## src/rtl/clk_delay_monitor.sv

```systemverilog
// Measures the delay from a rising edge of the delay-stage input clock to the next rising edge of its output clock, in emu_dt LSBs.
// Latency: meas_valid rises one emu_clk cycle after the output edge and stays high until the consumer takes the result.
// Backpressure: while a result waits for meas_ready, new input edges are not measured and are counted in miss_cnt (saturating).
module clk_delay_monitor #(
  parameter int DT_WIDTH  = 27,
  parameter int ACC_WIDTH = 32
) (
  input  logic                        emu_clk,
  input  logic                        emu_rst,
  input  logic signed [DT_WIDTH-1:0]  emu_dt,
  input  logic        [7:0]           code,
  input  logic                        clk_i_val,
  input  logic                        clk_o_val,
  output logic        [ACC_WIDTH-1:0] meas_delay,
  output logic        [7:0]           meas_code,
  output logic                        meas_ovf,
  output logic                        meas_valid,
  input  logic                        meas_ready,
  output logic        [7:0]           miss_cnt
);

  typedef enum logic [1:0] {
    S_IDLE    = 2'd0,
    S_MEASURE = 2'd1,
    S_HOLD    = 2'd2
  } state_t;

  state_t                 r_state;
  state_t                 w_state_nxt;

  logic                   r_clk_i_d;
  logic                   r_clk_o_d;
  logic                   w_i_rise;
  logic                   w_o_rise;

  logic [ACC_WIDTH-1:0]   w_dt_eff;
  logic [ACC_WIDTH:0]     w_sum;

  logic [ACC_WIDTH-1:0]   r_acc;
  logic [ACC_WIDTH-1:0]   w_acc_nxt;
  logic                   r_ovf;
  logic                   w_ovf_nxt;
  logic [7:0]             r_code_cap;
  logic [7:0]             w_code_cap_nxt;

  logic [ACC_WIDTH-1:0]   r_meas_delay;
  logic [ACC_WIDTH-1:0]   w_meas_delay_nxt;
  logic [7:0]             r_meas_code;
  logic [7:0]             w_meas_code_nxt;
  logic                   r_meas_ovf;
  logic                   w_meas_ovf_nxt;
  logic                   r_meas_valid;
  logic [7:0]             r_miss_cnt;
  logic                   w_miss_inc;

  assign w_i_rise = clk_i_val & ~r_clk_i_d;
  assign w_o_rise = clk_o_val & ~r_clk_o_d;

  // Negative timesteps contribute nothing; positive ones are zero-extended to the accumulator width.
  always_comb begin
    w_dt_eff = '0;
    if (!emu_dt[DT_WIDTH-1]) begin
      w_dt_eff[DT_WIDTH-1:0] = emu_dt;
    end
  end

  // One extra bit catches the carry so the accumulator can saturate instead of wrapping.
  assign w_sum = {1'b0, r_acc} + {1'b0, w_dt_eff};

  // Edge history: previous sample of each clock, cleared by reset so a high level at release counts as an edge.
  always_ff @(posedge emu_clk or posedge emu_rst) begin
    if (emu_rst) begin
      r_clk_i_d <= 1'b0;
      r_clk_o_d <= 1'b0;
    end else begin
      r_clk_i_d <= clk_i_val;
      r_clk_o_d <= clk_o_val;
    end
  end

  // Next-state and datapath decisions; every target holds its value unless a transition says otherwise.
  always_comb begin
    w_state_nxt      = r_state;
    w_acc_nxt        = r_acc;
    w_ovf_nxt        = r_ovf;
    w_code_cap_nxt   = r_code_cap;
    w_meas_delay_nxt = r_meas_delay;
    w_meas_code_nxt  = r_meas_code;
    w_meas_ovf_nxt   = r_meas_ovf;
    w_miss_inc       = 1'b0;
    case (r_state)
      S_IDLE: begin
        if (w_i_rise && w_o_rise) begin
          w_meas_delay_nxt = '0;
          w_meas_code_nxt  = code;
          w_meas_ovf_nxt   = 1'b0;
          w_state_nxt      = S_HOLD;
        end else if (w_i_rise) begin
          w_acc_nxt      = w_dt_eff;
          w_code_cap_nxt = code;
          w_ovf_nxt      = 1'b0;
          w_state_nxt    = S_MEASURE;
        end
      end
      S_MEASURE: begin
        // An input edge arriving during a measurement is never the start of one.
        w_miss_inc = w_i_rise;
        if (w_o_rise) begin
          // The output-edge cycle's own timestep is not part of the delay.
          w_meas_delay_nxt = r_acc;
          w_meas_code_nxt  = r_code_cap;
          w_meas_ovf_nxt   = r_ovf;
          w_state_nxt      = S_HOLD;
        end else if (w_sum[ACC_WIDTH]) begin
          w_acc_nxt = '1;
          w_ovf_nxt = 1'b1;
        end else begin
          w_acc_nxt = w_sum[ACC_WIDTH-1:0];
        end
      end
      S_HOLD: begin
        w_miss_inc = w_i_rise;
        if (meas_ready) begin
          w_state_nxt = S_IDLE;
        end
      end
      default: begin
        w_state_nxt = S_IDLE;
      end
    endcase
  end

  // State register.
  always_ff @(posedge emu_clk or posedge emu_rst) begin
    if (emu_rst) begin
      r_state <= S_IDLE;
    end else begin
      r_state <= w_state_nxt;
    end
  end

  // Accumulator, captured code and result registers; meas_valid tracks entry into and exit from HOLD.
  always_ff @(posedge emu_clk or posedge emu_rst) begin
    if (emu_rst) begin
      r_acc        <= '0;
      r_ovf        <= 1'b0;
      r_code_cap   <= 8'h00;
      r_meas_delay <= '0;
      r_meas_code  <= 8'h00;
      r_meas_ovf   <= 1'b0;
      r_meas_valid <= 1'b0;
    end else begin
      r_acc        <= w_acc_nxt;
      r_ovf        <= w_ovf_nxt;
      r_code_cap   <= w_code_cap_nxt;
      r_meas_delay <= w_meas_delay_nxt;
      r_meas_code  <= w_meas_code_nxt;
      r_meas_ovf   <= w_meas_ovf_nxt;
      r_meas_valid <= (w_state_nxt == S_HOLD);
    end
  end

  // Missed-edge counter sticks at 255.
  always_ff @(posedge emu_clk or posedge emu_rst) begin
    if (emu_rst) begin
      r_miss_cnt <= 8'h00;
    end else if (w_miss_inc && (r_miss_cnt != 8'hFF)) begin
      r_miss_cnt <= r_miss_cnt + 8'h01;
    end
  end

  assign meas_delay = r_meas_delay;
  assign meas_code  = r_meas_code;
  assign meas_ovf   = r_meas_ovf;
  assign meas_valid = r_meas_valid;
  assign miss_cnt   = r_miss_cnt;

endmodule

```

## config.mk

```make
export PLATFORM = sky130hd
export DESIGN_NAME = clk_delay_monitor
export DESIGN_NICKNAME = d
export VERILOG_FILES = /design/src/rtl/clk_delay_monitor.sv
export SDC_FILE = /design/constraint.sdc
export NUM_CORES = 1
export LEC_CHECK = 0
export BUFFER_PORTS_ARGS = -buffer_cell sky130_fd_sc_hd__buf_2
export CORE_ASPECT_RATIO = 1.25
export CORE_MARGIN = 2
export CORE_UTILIZATION = 45
export DETAILED_ROUTE_END_ITERATION = 10
export PLACE_DENSITY_LB_ADDON = 0.3
export SYNTH_ARGS = -nofsm -noshare
export SYNTH_HDL_FRONTEND = slang
export SYNTH_SLANG_ARGS = --single-unit
```

## constraint.sdc

```tcl
create_clock -name emu_clk -period 3 [get_ports emu_clk]
set_clock_uncertainty 0.05 [all_clocks]
set_input_delay 0.6 -clock emu_clk [delete_from_list [all_inputs] [get_ports emu_clk]]
set_output_delay 0.6 -clock emu_clk [all_outputs]
set_load 0.1 [all_outputs]
```

== Yosys cells after proc, flatten, opt, wreduce, memory -nomap -nowiden ==
Cells that the tools add are included.
Cells by class
  reductions and logical operators: 9
  $add $sub $neg: 2
  bitwise gates (word level): 5
  multiplexer cells: 26
  equal/unequal tests: 10
Operators with widths (count)
  2-to-1 mux 32 bit: 6
  one-hot mux 32 bit (2 select lines): 2
  adder 32 x 27 -> 33 bit: 1
  2-to-1 mux 26 bit: 1
  2-to-1 mux 8 bit: 2
  one-hot mux 8 bit (2 select lines): 1
  inequality test 2 bit (second input constant): 6
  adder 8 x 1 -> 8 bit (second input constant): 1
  2-to-1 mux 2 bit: 4
  inequality test 8 bit (second input constant): 1
  2-to-1 mux 1 bit: 7
  one-hot mux 2 bit (3 select lines): 1
  AND reduction 3 bit: 2
  AND reduction 5 bit: 1
  equality test 2 bit (second input constant): 2
  one-hot mux 1 bit (2 select lines): 2
  AND reduction 4 bit: 1
  inverter 1 bit: 3
  bitwise AND 1 bit: 2
  equality test 2 x 1 -> 1 bit (second input constant): 1
  logical AND 1 bit: 2
  zero test 2 bit: 1
  nonzero test 2 bit: 1
  OR reduction 2 bit: 1
Storage, ports and cells
  bits in registers: 95
  output and inout bits: 50
  input port bits: 40
  word-level logic and storage cells: 63

== Longest topological paths before layout ==
Gate-level depths: netlist (run 1).
  depth in word-level cells: 6
  gate-level depth with buffers: 13
  gate-level depth less buffers: 11

== Worst setup path after synthesis (run 1) ==
OpenSTA, ideal clock, no wires.
  path type: input to register
  start point: input emu_dt[26]
  end point: register r_acc[9]
  required time: 2.824 ns
  setup slack: -0.332 ns
  arrival: 3.156 ns
  cell stages on the path: 12
  path through: clkbuf_1 nor2b_1 ha_1 fa_1 a211oi_2 o21ai_1 a21oi_1 o21bai_1 a32oi_2 nand2_4 a2111oi_4 o21ai_1
On the way
  word-level cells in the longest chain between the ends: 5
  elaborated cells between the ends (all ways): 7
  classes of those cells: add/sub (1); mux (6)
Ends and longest elaborated chain
  from (decl): line 10  | input logic signed [DT_WIDTH-1:0] emu_dt,
  2-to-1 mux 26 bit (*): line 62  | if (!emu_dt[DT_WIDTH-1]) begin
  adder 32 x 27 -> 33 bit: line 68  | assign w_sum = {1'b0, r_acc} + {1'b0, w_dt_eff};
  2-to-1 mux 32 bit: line 114  | end else if (w_sum[ACC_WIDTH]) begin
  2-to-1 mux 32 bit: line 108  | if (w_o_rise) begin
  one-hot mux 32 bit (2 select lines) (*): line 91  | case (r_state)
  to (signal assigned): line 153  | r_acc <= w_acc_nxt;
  to (decl): line 39  | logic [ACC_WIDTH-1:0] r_acc;
Mark *: on every way between the ends. The rest lies on a longest branch, timed or not. The select of a mux whose other input is x is not followed.
A chain may end at the register's enable or synchronous reset.

== Worst setup path after layout (run 1) ==
  start point: input emu_dt[26]
  end point: register r_acc[25]
The elaborated chain is that of the path after synthesis.

==> results of run 1 <==
final cells by class:
class                   count  area, µm²
multi-input cells         459       3390
flip-flops and latches     95       2380
repair buffers            191       1270
clock buffers              10        229
clock inverters             6       75.1
inverters                  12       48.8
well taps                 168        210
fillers                  1095       5060
power by group:
group          leakage [nW]  total (mW)  switching [mW]  internal, mW
combinational          2.33        5.03            3.49          1.55
clock                 0.146        1.19           0.529         0.661
sequential             1.24        2.10           0.352          1.75
total                  3.71        8.33            4.37          3.96
worst register-to-register path: stages (launching register included):
cell	delay (ps)
dfrtp_1	420
ha_1	240
fa_2	350
a211oi_2	250
o21ai_2	110
a21oi_2	170
o21bai_2	120
a32oi_4	320
nand2_4	180
buf_12	180
o221ai_1	160
nand2_1	70
kinds of logic after synthesis:
| logic type | count (synthesis) | share of synthesized area |
|---|---|---|
| XOR/XNOR | 26 | 0.0390 |
| buffers and inverters | 45 | 0.0337 |
| multiplexers | 19 | 0.0345 |
| AO/OA/AOI/OAI | 200 | 0.259 |
| adder cells (fa/ha/maj) | 32 | 0.0699 |
| flip-flops | 95 | 0.408 |
| AND/OR/NAND/NOR | 182 | 0.156 |
cells in the final DEF, fill, tap and decap left out, types with 6 or more instances in the layout:
| cell type | synthesis | routed |
|---|---|---|
| dfrtp_1 | 95 | 95 |
| nor2b_1 | 30 | 23 |
| xor2_1 | 13 | 13 |
| o221ai_2 | 10 | 10 |
| nand2_1 | 71 | 71 |
| nand4_1 | 9 | 9 |
| ha_1 | 31 | 25 |
| a21oi_1 | 28 | 26 |
| o21ai_1 | 13 | 14 |
| a31oi_1 | 7 | 7 |
| a21o_1 | 17 | 17 |
| a22o_1 | 35 | 35 |
| xnor2_1 | 13 | 13 |
| nand3_1 | 6 | 6 |
| mux2i_1 | 10 | 10 |
| o21ai_0 | 33 | 31 |
| nor2_1 | 25 | 25 |
| o22ai_1 | 6 | 6 |
| nor2b_2 | 0 | 6 |
| buf_2 | 7 | 88 |
| and3_1 | 9 | 9 |
| clkbuf_16 | 0 | 9 |
| nand2b_1 | 7 | 7 |
| inv_1 | 12 | 11 |
| buf_4 | 1 | 97 |
| mux2_2 | 9 | 9 |
sequential cells by signal, summed over array words and instances (netlist names):
name and flops:
r_clk_o_d 1, r_ovf 1, meas_code 8, r_code_cap 8, miss_cnt 8, r_state 2, meas_valid 1, r_acc 32
r_clk_i_d 1, meas_delay 32, meas_ovf 1
how the worst max path moves through the flow:
| stage | slack (ps) | from | end | cells after the start |
|---|---|---|---|---|
| 2_1_floorplan | -0.9 | emu_dt[26] | r_acc[9] | 12 |
| 3_3_place_gp | -230 | emu_dt[26] | r_acc[25] | 12 |
| 3_5_place_dp | -260 | emu_dt[26] | r_acc[25] | 12 |
| 4_1_cts | 90 | emu_dt[26] | r_acc[25] | 12 |
| 5_1_grt | -8 | emu_dt[26] | r_acc[2] | 13 |
| 6_report | 150 | emu_dt[26] | r_acc[25] | 12 |
stage by stage:
step,area (µm²),std cells,power [mW],TNS (ps)
after floorplan,5850,599,5.75,-0.859
final,7600,941,8.33,0
after global placement,7160,923,6.94,-2730
after detailed placement,7160,923,7.05,-4450
after global routing,7600,941,8.79,-14.5
after CTS,7460,939,8.27,0
layer usage:
metal  vias to the layer above  wire length, µm  GRT usage  part of all wire
met1                      2625             6810      0.291              0.43
met4                         0              304     0.0724             0.019
li1                       2537                -          -                 -
met3                        25              563     0.0397             0.035
met5                         -                0          0                 0
met2                       108             8340      0.419              0.52
cell usage after synthesis, types with 6 or more instances:
cell       n
o221ai_2  10
xor2_1    13
a21oi_1   28
ha_1      31
clkbuf_1  21
nor2_1    25
a31oi_1    7
nor2b_1   30
nor3_1     6
mux2i_1   10
and3_1     9
nand2b_1   7
nand3_1    6
buf_2      7
nand2_1   71
nand4_1    9
o22ai_1    6
xnor2_1   13
inv_1     12
o21ai_0   33
mux2_2     9
dfrtp_1   95
o21ai_1   13
a21o_1    17
a211oi_1   6
a22o_1    35
repair_timing:
action	in CTS	in global routing
gates resized for setup	0	24
hold buffers	0	0
endpoints found under the setup margin	0	9
endpoints found under the hold margin	0	0
setup buffers	0	2
==> results by group, run 1 <==
Status
  – Outcome: completed

Place
  – Number of port buffers: 89
  – Total half-perimeter wirelength after legalization and detailed placement: 12000 µm
  – Worst setup slack before clock tree synthesis: -264 ps
  – Last weighted congestion value of the routability-driven placer: just over 0.9

Synthesis
  – Post-synthesis register bit count: between 90 and 100
  – Async set-reset flop share out of synthesis: 1.00
  – Instance count of the mapped netlist: about 600
  – Top cells by area, synth: dfrtp_1, ha_1, a22o_1, nand2_1, nor2b_1
  – Share of synthesized area occupied by flip-flops and latches: 0.408
  – Warnings, synthesis: 0
  – Cell type with the highest aggregate area in the netlist: dfrtp_1
  – Number of synthesized flops with an enable pin: 0
  – Total nets after synthesis: 671
  – Primary FF master, synth: dfrtp_1
  – Proportion of netlist area held by the largest area contributor: 0.408
  – Post-synth cell types: 64
  – Synth Area per Inst: approximately 10 µm²
  – Area of the mapped netlist: between 0.005 and 0.006 mm²

Critical path
  – Total buffers and inverters traversed by the critical path: 2
  – Required time worst endpoint: approximately 3200 ps
  – Worst reg-to-reg setup slack: ~260 ps
  – Top delay family on crit path: compound AO/OA/AOI/OAI gates
  – Category of the most critical setup path: in -> reg
  – CP Cell Sequence: clkbuf_4 > buf_12 > nor2b_2 > ha_4 > a21oi_2 > o211ai_1 > a221oi_2 > o21ai_1 > a221o_1 > a211oi_2 > xor2_1 > a22oi_1
  – Reg2reg end: r_acc[2]
  – Critical register-to-register path startpoint: r_acc[0]
  – Critical Path End Type: flip-flop
  – Kind of launch point of the worst setup path: input port
  – Critical path fanouts, max: 10
  – CP arrival: 3010 ps
  – Reg2Reg Depth: 11
  – Worst path slowest cell: a221o_1
  – Highest cell delay on the worst timing path: around 380 ps

Timing
  – Final-report setup violation count: 0
  – Final Slew Violations: 0
  – Transition time at the pin with the least slew margin: 852 ps
  – Hold Fails Final Rpt: 0
  – Headroom to the max-slew limit: 0.431
  – Clock period minus worst slack: around 2800 ps
  – RSZ-0062 raised after global routing: yes
  – Share of the cycle needed by the critical path after routing: 0.950
  – Post-Route Hold Slack: roughly 320 ps
  – Maximum operating frequency: between 300 and 400 MHz
  – Final setup margin: 150 ps

Clock tree
  – Clock-pin transition on the worst setup and hold timing paths: about 70 ps
  – CTS Root Cell: clkbuf_16
  – CTS tree: done
  – Deepest level of the CTS H-tree: 3
  – Total CTS buffers: 9
  – Later-pin clock latency in the skew report: approximately 340 ps
  – # clock sinks: 95
  – CTS Buffer Depth: 2

Detailed routing
  – Number of nets with antenna violations after detailed routing: 0
  – Final routed wire length divided by cell count: 17.0 µm
  – Via density per instance: approximately 5.6
  – DRT iter0 DRCs: 246
  – Post-detailed-route DRC marker count: 0
  – Routed wire length: between 15000 and 20000 µm
  – Number of vias in the routed layout: 5295
  – Number of iterations in the first detailed-routing pass: 5

Hold path
  – Min-Delay Startpoint: clk_i_val
  – Hold path endpoint: r_clk_i_d
  – Number of cells on the worst hold path: 1
  – Tightest Hold Check Type: in -> reg

Global route
  – Vias in the first global route: roughly 5500
  – Total global routing overflow: 0
  – Antenna violations before repair: 0
  – Largest net degree at the start of global routing: 44
  – Overall routing resource usage: 0.236
  – Wire length of the first global-routing pass: 26600 µm

Power and ir drop
  – Cell leakage power: ~3.7 nW
  – PD cells: between 1000 and 1500 mW/mm²
  – Maximum ir drop on the vdd rail: around 0.00083 V

Run
  – Max cap viols: 0

Die
  – I/O pin cnt: 90
  – Standard-cell rows: 46
  – Effective utilization at floorplan: 0.461
  – Area enclosed by the die boundary: roughly 0.014 mm²
  – Placeable core region: ~0.013 mm²
  – Vertical die dimension: ~130 µm
  – Chip width: approximately 110 µm

Layout
  – Synthesis-to-finish area growth: 30.3%
  – Share of the core filled with cells in the final layout: 0.600
  – Fraction of layout cells with a size suffix above 1: 0.343
  – Net count, final: 840
  – Antenna diode instance count: 0
No activity file was read; power rests on OpenSTA's default activity.
==> run 2: changes to the inputs <==
Settings changed: ABC_AREA from default to 1.
==> run 2 against run 1 <==
Against the previous run:
- synthesized cell count up 71%
- cell area up 4.1%
- critical path depth up 6
- clock-buffer cell count up 1
- sequential share of layout area down 1.2 points
- register-to-register slack better by 310 ps
- critical path type unchanged
- highest routed layer unchanged
==> results by group, run 2 <==
Timing
  – Sum of negative setup slack: 0 ps
  – Final-report setup violation count: 0
  – Transition time at the pin with the least slew margin: 926 ps
  – Share of the cycle needed by the critical path after routing: 0.854
  – Clock period minus worst slack: ~2600 ps
  – Final Slew Violations: 0
  – Final setup margin: approximately 440 ps
  – Post-Route Hold Slack: about 330 ps
  – Hold Fails Final Rpt: 0
  – Headroom to the max-slew limit: 0.382
  – Maximum operating frequency: just under 400 MHz
  – RSZ-0062 raised after global routing: no

Layout
  – Fraction of layout cells with a size suffix above 1: 0.173
  – Synthesis-to-finish area growth: 15.5%
  – Final design instance area without fill: between 0.007 and 0.008 mm²
  – Layout fillers: ~1500
  – Antenna diode instance count: 0
  – Most common cell after layout, fill and taps aside: nand2_1
  – Top library cells by usage in the layout, fill and taps aside: nand2_1, inv_1, dfrtp_1
  – Post-route insts no fill: between 1000 and 1500
  – Net count, final: between 1000 and 1500
  – Share of the core filled with cells in the final layout: 0.529

Synthesis
  – Async set-reset flop share out of synthesis: 1.00
  – Top cells by area, synth: dfrtp_1, nand2_1, inv_1, o21ai_0, ha_1
  – Primary FF master, synth: dfrtp_1
  – Share of synthesized area occupied by flip-flops and latches: 0.347
  – Cell with the most instances after synthesis: nand2_1
  – Number of synthesized flops with an enable pin: 0
  – Commonest cells in the synthesized netlist: nand2_1, inv_1, dfrtp_1
  – Post-synthesis register bit count: between 90 and 100
  – Cell type with the highest aggregate area in the netlist: dfrtp_1
  – Synth Area per Inst: roughly 6.7 µm²
  – Proportion of netlist area held by the largest area contributor: 0.347
  – Post-synth cell types: 37
  – Area of the mapped netlist: roughly 0.007 mm²
  – Warnings, synthesis: 0
  – Instance count of the mapped netlist: between 1000 and 1500
  – Total nets after synthesis: approximately 1100

Global route
  – Vias in the first global route: 6309
  – Largest net degree at the start of global routing: 42
  – Antenna violations before repair: 0
  – Total global routing overflow: 0
  – Overall routing resource usage: 0.247
  – Wire length of the first global-routing pass: between 30000 and 40000 µm

Die
  – Placeable core region: around 0.015 mm²
  – Effective utilization at floorplan: 0.458
  – Vertical die dimension: about 140 µm
  – Area enclosed by the die boundary: 0.0162 mm²
  – I/O pin cnt: 90
  – Chip width: 114 µm
  – Standard-cell rows: 50

Place
  – Last weighted congestion value of the routability-driven placer: ~0.96
  – Number of port buffers: approximately 90
  – Total instance count after detailed placement: 1296
  – Worst setup slack before clock tree synthesis: roughly 130 ps
  – Placed instance area: approximately 0.0076 mm²
  – Total half-perimeter wirelength after legalization and detailed placement: approximately 15000 µm

Detailed routing
  – Final routed wire length divided by cell count: 14.7 µm
  – Via density per instance: approximately 5.0
  – Post-detailed-route DRC marker count: 0
  – Routed wire length: 19300 µm
  – Number of iterations in the first detailed-routing pass: 5
  – Number of nets with antenna violations after detailed routing: 0
  – Number of vias in the routed layout: 6598
  – DRT iter0 DRCs: 450

Clock tree
  – CTS Buffer Depth: 2
  – Clock-pin transition on the worst setup and hold timing paths: around 70 ps
  – Post-CTS sizing: 0
  – Later-pin clock latency in the skew report: 350 ps
  – Total CTS buffers: 9
  – # clock sinks: 95
  – Deepest level of the CTS H-tree: 3
  – CTS Hold Bufs: 0
  – CTS Root Cell: clkbuf_16
  – Total setup buffers inserted after CTS: 0
  – CTS tree: done

Critical path
  – Reg2Reg Depth: 14
  – Required time worst endpoint: approximately 3200 ps
  – CP Cell Sequence: buf_2 > clkinv_1 > buf_4 > nand2_1 > inv_1 > ha_1 > nand2_2 > inv_2 > a21oi_2 > nand2_2 > nand2_2 > nand2_2 > nand2_2 > nand2_1 > nor2_2 > nand3_1 > nand2_1 > nand2_1
  – Critical path fanouts, max: 9
  – Worst reg-to-reg setup slack: 570 ps
  – Reg2reg end: r_acc[19]
  – Worst path slowest cell: ha_1
  – Critical register-to-register path startpoint: r_acc[0]
  – Cell repeated most along the worst path: nand2_2
  – Kind of launch point of the worst setup path: input port
  – Critical Path End Type: flip-flop
  – Category of the most critical setup path: in -> reg
  – Highest cell delay on the worst timing path: about 350 ps
  – CP arrival: about 2800 ps

Hold path
  – Hold path endpoint: r_clk_o_d
  – Number of cells on the worst hold path: 1
  – Min-Delay Startpoint: clk_o_val
  – Tightest Hold Check Type: in -> reg

Power and ir drop
  – PD cells: 1070 mW/mm²
  – Maximum ir drop on the vdd rail: about 0.00055 V
  – Sequential fraction of design power: 0.245
  – Clock power frac: 0.144
  – Total internal power: 3.65 mW
  – Sum of internal, switching and leakage power: between 8 and 9 mW
  – Power spent charging and discharging nets: around 4.8 mW
  – Switching power share of the total: 0.570
  – Cell leakage power: 4.60 nW
  – Comb pwr share: 0.612

Run
  – Max cap viols: 0

Status
  – Outcome: completed
-- run 2: routing by layer --
| metal | GRT usage | up-vias | share of wire |
|---|---|---|---|
| met1 | 0.313 | 3037 | 0.43 |
| met2 | 0.438 | 164 | 0.50 |
| met3 | 0.0371 | 27 | 0.045 |
| li1 | - | 3370 | - |
| met5 | 0 | - | 0 |
| met4 | 0.0687 | 0 | 0.020 |
-- run 2: worst max-delay path by stage --
stage,start,endpoint,slack [ps],cells past startpoint
2_1_floorplan,emu_dt[26],r_acc[20],210,15
3_3_place_gp,emu_dt[26],r_acc[19],120,18
3_5_place_dp,emu_dt[26],r_acc[19],130,18
4_1_cts,emu_dt[26],r_acc[19],480,18
5_1_grt,emu_dt[26],r_acc[17],220,16
6_report,emu_dt[26],r_acc[19],440,18
-- run 2: layout make-up --
type | instances | area (µm²) | share of cell area
Clock buffer | 11 | 243 | 0.0307
Clock inverter | 5 | 63.8 | 0.00806
Inverter | 181 | 683 | 0.0863
Multi-Input combinational cell | 723 | 3650 | 0.462
Sequential cell | 95 | 2380 | 0.300
Tap cell | 182 | 228 | 0.0288
Timing Repair Buffer | 115 | 666 | 0.0841
-- run 2: kinds of logic after synthesis --
| logic type | after synthesis | share of synthesized area |
|---|---|---|
| AND/OR/NAND/NOR | 519 | 0.320 |
| buffers and inverters | 209 | 0.120 |
| AO/OA/AOI/OAI | 150 | 0.126 |
| flip-flops | 95 | 0.347 |
| adder cells (fa/ha/maj) | 32 | 0.0595 |
| XOR/XNOR | 22 | 0.0281 |
-- run 2: power groups by stage --
stage / combinational (mW) / sequential (mW) / clock [mW]
3_3_place_gp: 5.13 / 2.08 / 0
5_1_grt: 5.64 / 2.13 / 1.28
3_5_place_dp: 5.17 / 2.10 / 0
6_report: 5.19 / 2.07 / 1.22
4_1_cts: 5.19 / 2.08 / 1.24
2_1_floorplan: 2.33 / 3.81 / 0
-- run 2: worst max-delay path, delay by kind of cell --
kind | cells | cell delay, ps
fa+ha+maj | 1 | 350
simple gates | 11 | 1190
buf+inv | 5 | 470
compound gates | 1 | 130
==> run 3: changes to the inputs <==
Settings changed: CTS_BUF_LIST from default to sky130_fd_sc_hd__clkbuf_4.
==> run 3 against run 2 <==
Against the previous run:
- worst setup slack improved by 140 ps
- maximum frequency rose by 5.8%
- clock-buffer cell count fell by 1
- worst hold slack got worse by 110 ps
- power fell by 5.5%
- cell area fell by 2.0%
- critical path depth fell by 2
- die area did not move
- cell count barely moved
- first-iteration DRC count fell by 13%
- register-to-register slack barely moved
- critical path type unchanged
==> results by group, run 3 (same netlist as run 2, synthesis figures left out) <==
Status
  – Outcome: completed

Clock tree
  – CTS tree: done
  – Deepest level of the CTS H-tree: 3
  – Clock-pin transition on the worst setup and hold timing paths: approximately 150 ps
  – # clock sinks: between 90 and 100
  – Total setup buffers inserted after CTS: 0
  – Later-pin clock latency in the skew report: between 400 and 500 ps
  – CTS Buffer Depth: 2
  – CTS Hold Bufs: 0
  – CTS Root Cell: clkbuf_4
  – Post-CTS sizing: 0
  – Total CTS buffers: 9

Timing
  – Share of the cycle needed by the critical path after routing: 0.807
  – Sum of negative setup slack: 0 ps
  – Final Slew Violations: 0
  – Final-report setup violation count: 0
  – RSZ-0062 raised after global routing: no
  – Transition time at the pin with the least slew margin: 940 ps
  – Clock period minus worst slack: 2420 ps
  – Final setup margin: about 580 ps
  – Post-Route Hold Slack: ~220 ps
  – Headroom to the max-slew limit: 0.372
  – Hold Fails Final Rpt: 0
  – Maximum operating frequency: between 400 and 500 MHz

Detailed routing
  – Number of nets with antenna violations after detailed routing: 0
  – Via density per instance: ~5.0
  – Routed wire length: 19200 µm
  – Post-detailed-route DRC marker count: 0
  – Number of vias in the routed layout: 6625
  – Number of iterations in the first detailed-routing pass: 4
  – DRT iter0 DRCs: 392
  – Final routed wire length divided by cell count: 14.6 µm

Critical path
  – CP arrival: roughly 2800 ps
  – Kind of launch point of the worst setup path: input port
  – Required time worst endpoint: ~3300 ps
  – Cell repeated most along the worst path: nand2_1
  – Critical Path End Type: flip-flop
  – Highest cell delay on the worst timing path: roughly 370 ps
  – Critical path launch point: emu_dt[26]
  – Worst path slowest cell: ha_1
  – Critical register-to-register path startpoint: r_acc[0]
  – Category of the most critical setup path: in -> reg
  – CP Cell Sequence: buf_2 > clkinv_1 > buf_4 > nand2_1 > inv_1 > ha_1 > nand2_1 > nor2_1 > nand2_1 > nor2_1 > nand2_1 > nand3_1 > nand2_1 > nand2_1 > nor2_1 > o21ai_0
  – Critical path fanouts, max: 9

Power and ir drop
  – Sum of internal, switching and leakage power: 8.01 mW
  – Cell leakage power: ~4.5 nW
  – Comb pwr share: 0.648
  – Maximum ir drop on the vdd rail: about 0.00055 V
  – Sequential fraction of design power: 0.258
  – PD cells: around 1000 mW/mm²
  – Power spent charging and discharging nets: approximately 4.8 mW
  – Total internal power: 3.23 mW
  – Clock power frac: 0.094
  – Switching power share of the total: 0.596

Die
  – Vertical die dimension: ~140 µm
  – Area enclosed by the die boundary: about 0.016 mm²
  – Chip width: 114 µm
  – Standard-cell rows: 50
  – Effective utilization at floorplan: 0.458
  – I/O pin cnt: 90
  – Placeable core region: 0.0150 mm²

Layout
  – Final design instance area without fill: roughly 0.0078 mm²
  – Post-route insts no fill: 1313
  – Fraction of layout cells with a size suffix above 1: 0.173
  – Synthesis-to-finish area growth: 13.2%
  – Most common cell after layout, fill and taps aside: nand2_1
  – Share of the core filled with cells in the final layout: 0.519
  – Top library cells by usage in the layout, fill and taps aside: nand2_1, inv_1, dfrtp_1
  – Layout fillers: 1557
  – Net count, final: approximately 1200

Global route
  – Overall routing resource usage: 0.244
  – Wire length of the first global-routing pass: 31400 µm
  – Vias in the first global route: 6276
  – Largest net degree at the start of global routing: 42
  – Antenna violations before repair: 1
  – Total global routing overflow: 0

Place
  – Placed instance area: roughly 0.0076 mm²
  – Total instance count after detailed placement: around 1300
  – Number of port buffers: just under 90
  – Total half-perimeter wirelength after legalization and detailed placement: roughly 15000 µm
  – Worst setup slack before clock tree synthesis: between 100 and 150 ps
  – Last weighted congestion value of the routability-driven placer: 0.960

Hold path
  – Tightest Hold Check Type: in -> reg
  – Min-Delay Startpoint: clk_o_val

Run
  – Max cap viols: 0
## run 3: area by class of cell
type | count | area, µm² | share of cell area
clock inverter | 6 | 67.6 | 0.00871
inverter | 181 | 683 | 0.0881
antenna | 1 | 2.50 | 0.000323
tap | 182 | 228 | 0.0294
sequential | 95 | 2380 | 0.307
timing repair buffer | 115 | 666 | 0.0858
clock buffer | 10 | 75.1 | 0.00968
multi-input combinational | 723 | 3650 | 0.471
## run 3: path summary, 6_finish.rpt
| kind | cells after the start | slack, ps | end |
|---|---|---|---|
| max | 16 | 580 | r_acc[21] |
| min reg2reg | 2 | 450 | r_code_cap[0] |
| max reg2reg | 14 | 580 | r_acc[19] |
| max in group asynchronous | 3 | 1880 | r_ovf |
| min in group asynchronous | 2 | 240 | r_acc[6] |
| min | 1 | 220 | r_clk_o_d |
## run 3: routing by layer
metal / global-route usage / wire [µm] / vias up
li1: - / - / 3371
met1: 0.313 / 8580 / 3062
met2: 0.428 / 9440 / 156
met3: 0.0285 / 737 / 36
met4: 0.0789 / 480 / 0
met5: 0 / 0 / -
## run 3: power by group through the flow
stage	Sequential, mW	Combinational [mW]	Clock (mW)
6_report	2.07	5.19	0.755
5_1_grt	2.12	5.64	0.807
4_1_cts	2.07	5.19	0.770
3_5_place_dp	2.10	5.17	0
3_3_place_gp	2.08	5.13	0
2_1_floorplan	3.81	2.33	0
## run 3: worst max-delay path, delay by kind of cell
kind	cells	cell delay, ps
and+or+nand+nor	10	1190
buffers and inverters	4	430
adders and majority gates	1	370
AOI/OAI and AO/OA	1	140
